$ cat src/rtl/phase_sequencer.sv
// -----------------------------------------------------------------------------
// phase_sequencer
//
// Steps every instruction through phases 1..5 for the control decoder and
// holds phase at 0 whenever the processor is stopped. Owns the run / stop /
// single-step / halt state, driven by two operator push-buttons and the
// decoder's halt flag, and counts completed instructions.
//
// Optional feature macro: PHASE_SEQUENCER_DEBOUNCE_EN
//   defined   : each synchronized button passes through a debouncer that needs
//               DEBOUNCE_CYCLES consecutive disagreeing cycles to flip.
//   undefined : edge detection uses the synchronizer output directly.
//
// Ports:
//   i_clk            system clock, all state on the rising edge
//   i_reset          synchronous active-high reset
//   i_exec           run/stop push-button, raw asynchronous level
//   i_step           single-step push-button, raw asynchronous level
//   i_hlt            halt flag from the decoder, sampled only in phase 5
//   o_phase          0 when stopped, otherwise 1..5
//   o_running        high in RUN or STEP
//   o_halted         high in HALTED
//   o_stop_pending   stop requested in RUN, honoured at the instruction boundary
//   o_instr_count    completed instructions, modulo 2^16
// -----------------------------------------------------------------------------
module phase_sequencer #(
    parameter int unsigned DEBOUNCE_CYCLES = 16
) (
    input  logic        i_clk,
    input  logic        i_reset,
    input  logic        i_exec,
    input  logic        i_step,
    input  logic        i_hlt,
    output logic [2:0]  o_phase,
    output logic        o_running,
    output logic        o_halted,
    output logic        o_stop_pending,
    output logic [15:0] o_instr_count
);

    if (DEBOUNCE_CYCLES < 1) begin : g_bad_param
        $error("phase_sequencer: DEBOUNCE_CYCLES must be at least 1");
    end

    // Button lanes: bit 0 = exec, bit 1 = step.
    localparam int NB = 2;

    logic [NB-1:0] w_btn_raw;
    logic [NB-1:0] r_sync1;
    logic [NB-1:0] r_sync2;
    logic [NB-1:0] w_btn_lvl;
    logic [NB-1:0] r_btn_prev;
    logic [NB-1:0] w_btn_rise;
    logic          w_exec_rise;
    logic          w_step_rise;

    assign w_btn_raw = {i_step, i_exec};

    // Two-flop synchronizer on both raw button levels.
    always_ff @(posedge i_clk) begin
        if (i_reset) begin
            r_sync1 <= '0;
            r_sync2 <= '0;
        end else begin
            r_sync1 <= w_btn_raw;
            r_sync2 <= r_sync1;
        end
    end

`ifdef PHASE_SEQUENCER_DEBOUNCE_EN
    localparam int CW = $clog2(DEBOUNCE_CYCLES + 1);

    logic [NB-1:0]         r_stable;
    logic [NB-1:0][CW-1:0] r_db_cnt;

    // The counter tracks how long the synchronized level has disagreed with
    // the accepted level; a single agreeing cycle starts the wait over.
    always_ff @(posedge i_clk) begin
        if (i_reset) begin
            r_stable <= '0;
            r_db_cnt <= '0;
        end else begin
            for (int b = 0; b < NB; b++) begin
                if (r_sync2[b] != r_stable[b]) begin
                    if (r_db_cnt[b] == CW'(DEBOUNCE_CYCLES - 1)) begin
                        r_stable[b] <= r_sync2[b];
                        r_db_cnt[b] <= '0;
                    end else begin
                        r_db_cnt[b] <= r_db_cnt[b] + CW'(1);
                    end
                end else begin
                    r_db_cnt[b] <= '0;
                end
            end
        end
    end

    assign w_btn_lvl = r_stable;
`else
    assign w_btn_lvl = r_sync2;
`endif

    // Rising-edge detect: a held button yields one pulse, falling edges are dropped.
    always_ff @(posedge i_clk) begin
        if (i_reset) r_btn_prev <= '0;
        else         r_btn_prev <= w_btn_lvl;
    end

    assign w_btn_rise  = w_btn_lvl & ~r_btn_prev;
    assign w_exec_rise = w_btn_rise[0];
    assign w_step_rise = w_btn_rise[1];

    // -------------------------------------------------------------------------
    // Sequencer FSM
    // -------------------------------------------------------------------------
    typedef enum logic [1:0] {
        S_IDLE   = 2'd0,
        S_RUN    = 2'd1,
        S_STEP   = 2'd2,
        S_HALTED = 2'd3
    } state_t;

    state_t      r_state,  w_state_nxt;
    logic [2:0]  r_phase,  w_phase_nxt;
    logic        r_stop,   w_stop_nxt;
    logic [15:0] r_count,  w_count_nxt;

    // State register (phase, stop request and count travel with the state).
    always_ff @(posedge i_clk) begin
        if (i_reset) begin
            r_state <= S_IDLE;
            r_phase <= 3'd0;
            r_stop  <= 1'b0;
            r_count <= 16'd0;
        end else begin
            r_state <= w_state_nxt;
            r_phase <= w_phase_nxt;
            r_stop  <= w_stop_nxt;
            r_count <= w_count_nxt;
        end
    end

    // Next-state logic.
    always_comb begin
        w_state_nxt = r_state;
        w_phase_nxt = r_phase;
        w_stop_nxt  = r_stop;
        w_count_nxt = r_count;
        unique case (r_state)
            S_IDLE: begin
                // exec wins when both buttons rise together
                if (w_exec_rise) begin
                    w_state_nxt = S_RUN;
                    w_phase_nxt = 3'd1;
                end else if (w_step_rise) begin
                    w_state_nxt = S_STEP;
                    w_phase_nxt = 3'd1;
                end
            end
            S_RUN, S_STEP: begin
                // A repeat exec press only re-sets the request; it never cancels.
                if (r_state == S_RUN && w_exec_rise) w_stop_nxt = 1'b1;
                if (r_phase == 3'd5) begin
                    // Count before deciding, so halted/stopped instructions count too.
                    w_count_nxt = r_count + 16'd1;
                    if (i_hlt) begin
                        w_state_nxt = S_HALTED;
                        w_phase_nxt = 3'd0;
                        w_stop_nxt  = 1'b0;
                    end else if (r_state == S_STEP || r_stop) begin
                        w_state_nxt = S_IDLE;
                        w_phase_nxt = 3'd0;
                        w_stop_nxt  = 1'b0;
                    end else begin
                        w_phase_nxt = 3'd1;
                    end
                end else begin
                    w_phase_nxt = r_phase + 3'd1;
                end
            end
            S_HALTED: begin
                // Only reset leaves; buttons and hlt are ignored.
            end
            default: begin
                w_state_nxt = S_IDLE;
                w_phase_nxt = 3'd0;
                w_stop_nxt  = 1'b0;
            end
        endcase
    end

    // Outputs, decoded from registers only.
    always_comb begin
        o_phase        = r_phase;
        o_running      = (r_state == S_RUN) || (r_state == S_STEP);
        o_halted       = (r_state == S_HALTED);
        o_stop_pending = r_stop;
        o_instr_count  = r_count;
    end

endmodule

$ cat config.mk
export PLATFORM = sky130hd
export DESIGN_NAME = phase_sequencer
export DESIGN_NICKNAME = d
export VERILOG_FILES = /design/src/rtl/phase_sequencer.sv
export SDC_FILE = /design/constraint.sdc
export NUM_CORES = 1
export LEC_CHECK = 0
export BUFFER_PORTS_ARGS = -buffer_cell sky130_fd_sc_hd__buf_2
export CORE_MARGIN = 2
export CORE_UTILIZATION = 52
export CTS_CLUSTER_SIZE = 25
export DETAILED_ROUTE_END_ITERATION = 10
export PLACE_DENSITY = 0.74
export RECOVER_POWER = 100
export SLEW_MARGIN = 20
export SYNTH_ARGS = -nofsm -noshare
export SYNTH_HDL_FRONTEND = slang
export SYNTH_SLANG_ARGS = --single-unit
$ cat constraint.sdc
create_clock -name i_clk -period 3.2 [get_ports i_clk]
set_clock_uncertainty 0.1 [all_clocks]
set_input_delay 0.16 -clock i_clk [delete_from_list [all_inputs] [get_ports i_clk]]
set_output_delay 0.16 -clock i_clk [all_outputs]
set_load 0.02 [all_outputs]
-- Word level (Yosys, flattened, before mapping)
Index checks and enable logic that the tools add are counted.
Widths: inputs -> output; s select.
- add/sub/neg operators: 2
- equal/unequal tests: 7
- muxes and demuxes: 16
- bitwise logic cells: 2
- reduce and logical (&&, ||, !) cells: 9
- operator list (kind ; count):
    $add 16x1->16 const B ; 1
    $mux 2 ; 5
    $mux 3 ; 3
    $mux 1 ; 6
    $ne 3x3->1 const B ; 2
    $pmux 3 s2 ; 1
    $eq 2x2->1 const B ; 2
    $pmux 2 s2 ; 1
    $reduce_and 2->1 ; 2
    $reduce_and 4->1 ; 1
    $add 3x1->3 const B ; 1
    $eq 3x3->1 const B ; 1
    $and 2x2->2 ; 1
    $eq 2x1->1 const B ; 1
    $logic_not 2->1 ; 1
    $logic_or 1x1->1 ; 2
    $ne 2x2->1 const B ; 1
    $not 2->2 ; 1
    $reduce_bool 2->1 ; 1
    $reduce_or 2->1 ; 1
    $logic_and 1x1->1 ; 1
- register bits after elaboration: 28
- input bits: 5
- output and inout bits: 22
- word-level logic and storage cells: 43

-- Depth between registers and ports, before layout
- depth in word-level cells: 7
- mapped depth: 7
- depth with buffers taken out: 6

-- Worst setup path after synthesis
Ideal clock, no wire load.
- kind: register -> register
- start: register r_state[0]
- end: register r_count[15] (netlist: o_instr_count[15])
- setup time: 0.123 ns
- arrival time: 1.978 ns
- data required time: 2.977 ns
- slack: 0.999 ns
- stages on the path, launching flop included: 7
- path buffers: 0
- period minus slack after synthesis: 2.201 ns
- cell sequence: dfxtp_1 inv_1 ha_1 nand4b_4 nor4_4 and3_1 mux2_1
- longest elaborated chain between the ends: 3
- elaborated cells between the ends (all ways): 4
- classes of those cells: eq/ne (2); reduce/logical (2)
- ends and longest elaborated chain (what ; line ; text):
    from (decl) ; 123 ; state_t r_state, w_state_nxt;
    from (signal assigned) ; 136 ; r_state <= w_state_nxt;
    $eq 2x1->1 / $eq 2x2->1 (equally long branches) ; 149 ; unique case (r_state)
    $reduce_or 2->1 (*) ; 149 ;
    $reduce_and 2->1 (no line) (*) ; -- ;
    to (signal assigned) ; 139 ; r_count <= w_count_nxt;
    to (decl) ; 126 ; logic [15:0] r_count, w_count_nxt;
Mark *: on every way between the ends. The rest lies on a longest branch, timed or not.
A chain may end at the register's enable or synchronous reset.

-- Final worst setup path
Same ends and word-level chain as after synthesis.

==> run_results.csv <==
group,metric,value,unit
timing,setup_ws,0.641,ns
global_routing,grt_pass1_vias,1041,
logic_synthesis,syn-instance-count,142,
placement,port_buffers,26,
drt,routed-wl-met2,1260,um
drt,wire_per_inst,12.5,um
placement,dp_hpwl,1820,um
drt,drt-total-wl,2500,um
drt,m1WireLength,1140,um
drt,maxUsedRoutingLayer,"met4",
clock_tree,htree_levels,1,
drt,first_pass_iters,4,
logic_synthesis,synth_seq_area_share,41.0,%
drt,route.met3.wl,75,um
global_routing,grt_remaining_overflow,0,
final_layout,drive_gt1_share,7.69,%
final_layout,nets,180,
worst_setup_path,crit_required,3.31,ns
logic_synthesis,syn_avg_cell_area,9.62,sq um
drt,vias,1082,
floorplan,core,0.00248,sq mm
timing,setup_violations,0,
logic_synthesis,synth.top_cell.area_share,41.0,%
logic_synthesis,ys_top_cells_by_area,"dfxtp_1 41%, nor2_1 5.2%, ha_1 4.6%",
logic_synthesis,synth_xor_xnor_area_share,5.77,%
clock_tree,clockRootBuffer,"clkbuf_4",
power_and_ir_drop,p_per_area,472,mW/mm^2
final_layout,n_antenna_cell,0,
worst_setup_path,reg2reg_slack,0.64,ns
timing,grt_setup_unrepaired,"false",
drt,drtIter0Drc,37,
clock_tree,tritoncts.num_buffers,3,
logic_synthesis,synth_top_cell_by_area,"dfxtp_1",
floorplan,dieArea,0.00305,sq mm
timing,tns,0,ns
drt,vias_per_cell,5.44,
logic_synthesis,synthAdderAreaFrac,4.58,%
final_layout,stdcell_area,0.00151,sq mm
global_routing,antenna_found_initial,0,
timing,finalHoldViolCount,0,
status,status,"finished clean",
logic_synthesis,ys.warnings.count,0,
clock_tree,ctsLongestPathBuffers,2,
worst_setup_path,worstSetupStartpointType,"flip-flop",
global_routing,grt_usage,17.0,%
drt,drc,0,
power_and_ir_drop,peakVddDrop,0.000355,V
logic_synthesis,syn_nets,152,
logic_synthesis,synth.cell_area,0.00137,sq mm
power_and_ir_drop,power,714,uW
timing,max_freq,391,MHz
clock_tree,cts_resized,0,
global_routing,grt_start_max_net_pins,36,
clock_tree,clk_latency,0.31,ns
logic_synthesis,synth_mux_area_share,4.21,%
timing,tightest_slew,1.37,ns
drt,drt.antenna.violating_nets,0,
floorplan,io_pins,27,
global_routing,grt_pass1_wl,4310,um
clock_tree,clock-sinks,28,
final_layout,syn_to_final_growth,10.6,%
logic_synthesis,yosys.area_share.simple,32.4,%
floorplan,fp.dieH,55.3,um
logic_synthesis,synth.distinct_cells,41,
timing,period_minus_slack,2.56,ns
clock_tree,clk_pin_slew,0.13,ns
placement,gp_congestion,0.760,
logic_synthesis,synth_compound_area_share,8.70,%
floorplan,die_w,55.3,um
placement,place_ws,0.906,ns
power_and_ir_drop,cellLeakagePower,0.595,nW
flow_run,max-cap-violations,0,
final_layout,fill_cells,229,
timing,slew_viol_final,0,
timing,fin_crit_sh,80.0,%
floorplan,floorplan.initialDensity,55.2,%
placement,place_area,0.00150,sq mm
timing,slew_headroom,8.56,%
logic_synthesis,synth_top_family_by_area,"simple AND/OR/NAND/NOR gates",
worst_setup_path,crit_arrival,2.67,ns
worst_setup_path,path_class,"reg2reg",
floorplan,num_rows,18,
worst_setup_path,cp_max_fo,9,
logic_synthesis,ys_ff_latch,28,
hold_path,hold_path_class,"in2reg",
worst_setup_path,cp-end-kind,"flip-flop",
clock_tree,cts_tree,"yes",
## per-stage QoR
stage,hold WS [ns],utilization (%),instances
finish,0.180,61.0,199
global route,0.175,61.0,199
CTS,0.166,63.0,199
detailed placement,0.283,60.7,193
global placement,0.272,60.7,193
floorplan,0.188,-,142
## path summary, 6_finish.rpt
kind / startpoint / endpoint / cells past startpoint
setup / recovery: r_state[0] / o_instr_count[15] / 6
hold / removal: i_hlt / o_stop_pending / 4
setup reg to reg: r_state[0] / o_instr_count[15] / 6
hold reg to reg: r_sync1[1] / r_sync2[1] / 1
## registers in the layout (all words and copies together) (netlist names)
register	flops
r_sync1	2
r_btn_prev	2
r_sync2	2
r_state	2
o_stop_pending	1
o_instr_count	16
o_phase	3
## routing by layer
metal / track usage (%) / up-vias
li1: - / 557
met2: 31.0 / 19
met1: 20.6 / 504
met5: 0 / -
met4: 5.23 / 0
met3: 2.11 / 2
## synthesized netlist by cell type
cell type  count
xor2_1         3
and4_1         2
nand4_4        1
nand2b_1       4
nor3_1         4
nand3_1        3
nand3b_1       2
buf_6          1
and2b_2        1
a41oi_1        1
o21ai_0        2
a31o_2         1
nor2_1        19
mux2i_1        2
nor4_4         2
clkbuf_1       3
nand4b_1       1
a31o_1         1
dfxtp_1       28
ha_1           5
nor2b_1        9
nand4_1        4
a31oi_1        3
and3_1         3
or2_1          1
mux2_4         1
buf_4          1
nand4b_4       1
o31ai_1        3
mux2_1         2
nor4_1         1
or4_1          2
o21a_1         1
xnor2_1        6
nand3_2        1
nand2_1        5
a21oi_1        5
or3_1          1
and4b_2        1
inv_1          4
a2bb2oi_1      1
## cell families (layout without fill, tap and decap cells)
group,Yosys count,count (layout)
compound gates,18,18
mux,5,5
buf+inv,9,36
xor+xnor,9,9
fa+ha+maj,5,5
simple gates,68,68
flops,28,28
## power by group
group / leakage (nW) / switching (mW) / internal, mW
clock network: 0.0210 / 0.0951 / 0.0695
logic: 0.347 / 0.106 / 0.0574
registers: 0.227 / 0.0203 / 0.365
total: 0.595 / 0.221 / 0.492
## repair_timing
action                                 CTS  global route
buffers inserted                         0             0
hold buffers                             2             0
endpoints found under the hold margin    2             0
## cells in the final DEF (no fill, tap or decap), drive strengths merged, types with 4 or more instances in the layout
master / instances
a21oi: 5
dfxtp: 28
clkbuf: 27
nor3: 4
nand4: 5
ha: 5
nand2: 5
inv: 4
nand3: 4
nor2b: 9
nor2: 19
nand2b: 4
xnor2: 6
## critical path, cell delays in order, from the launching register on
cell	delay, ns
dfxtp_1	0.40
inv_1	0.09
ha_1	0.42
nand4b_1	0.44
nor4_4	0.48
and3_1	0.21
mux2_1	0.32
## cell type report
class / count / area (sq um) / share of cell area, %
Clock buffer: 4 / 36.3 / 2.40
Inverter: 4 / 15.0 / 0.993
Multi-Input combinational cell: 105 / 741 / 49.0
Sequential cell: 28 / 561 / 37.1
Tap cell: 30 / 37.5 / 2.48
Timing Repair Buffer: 28 / 121 / 8.03
Power figures use the tool's default switching activity.
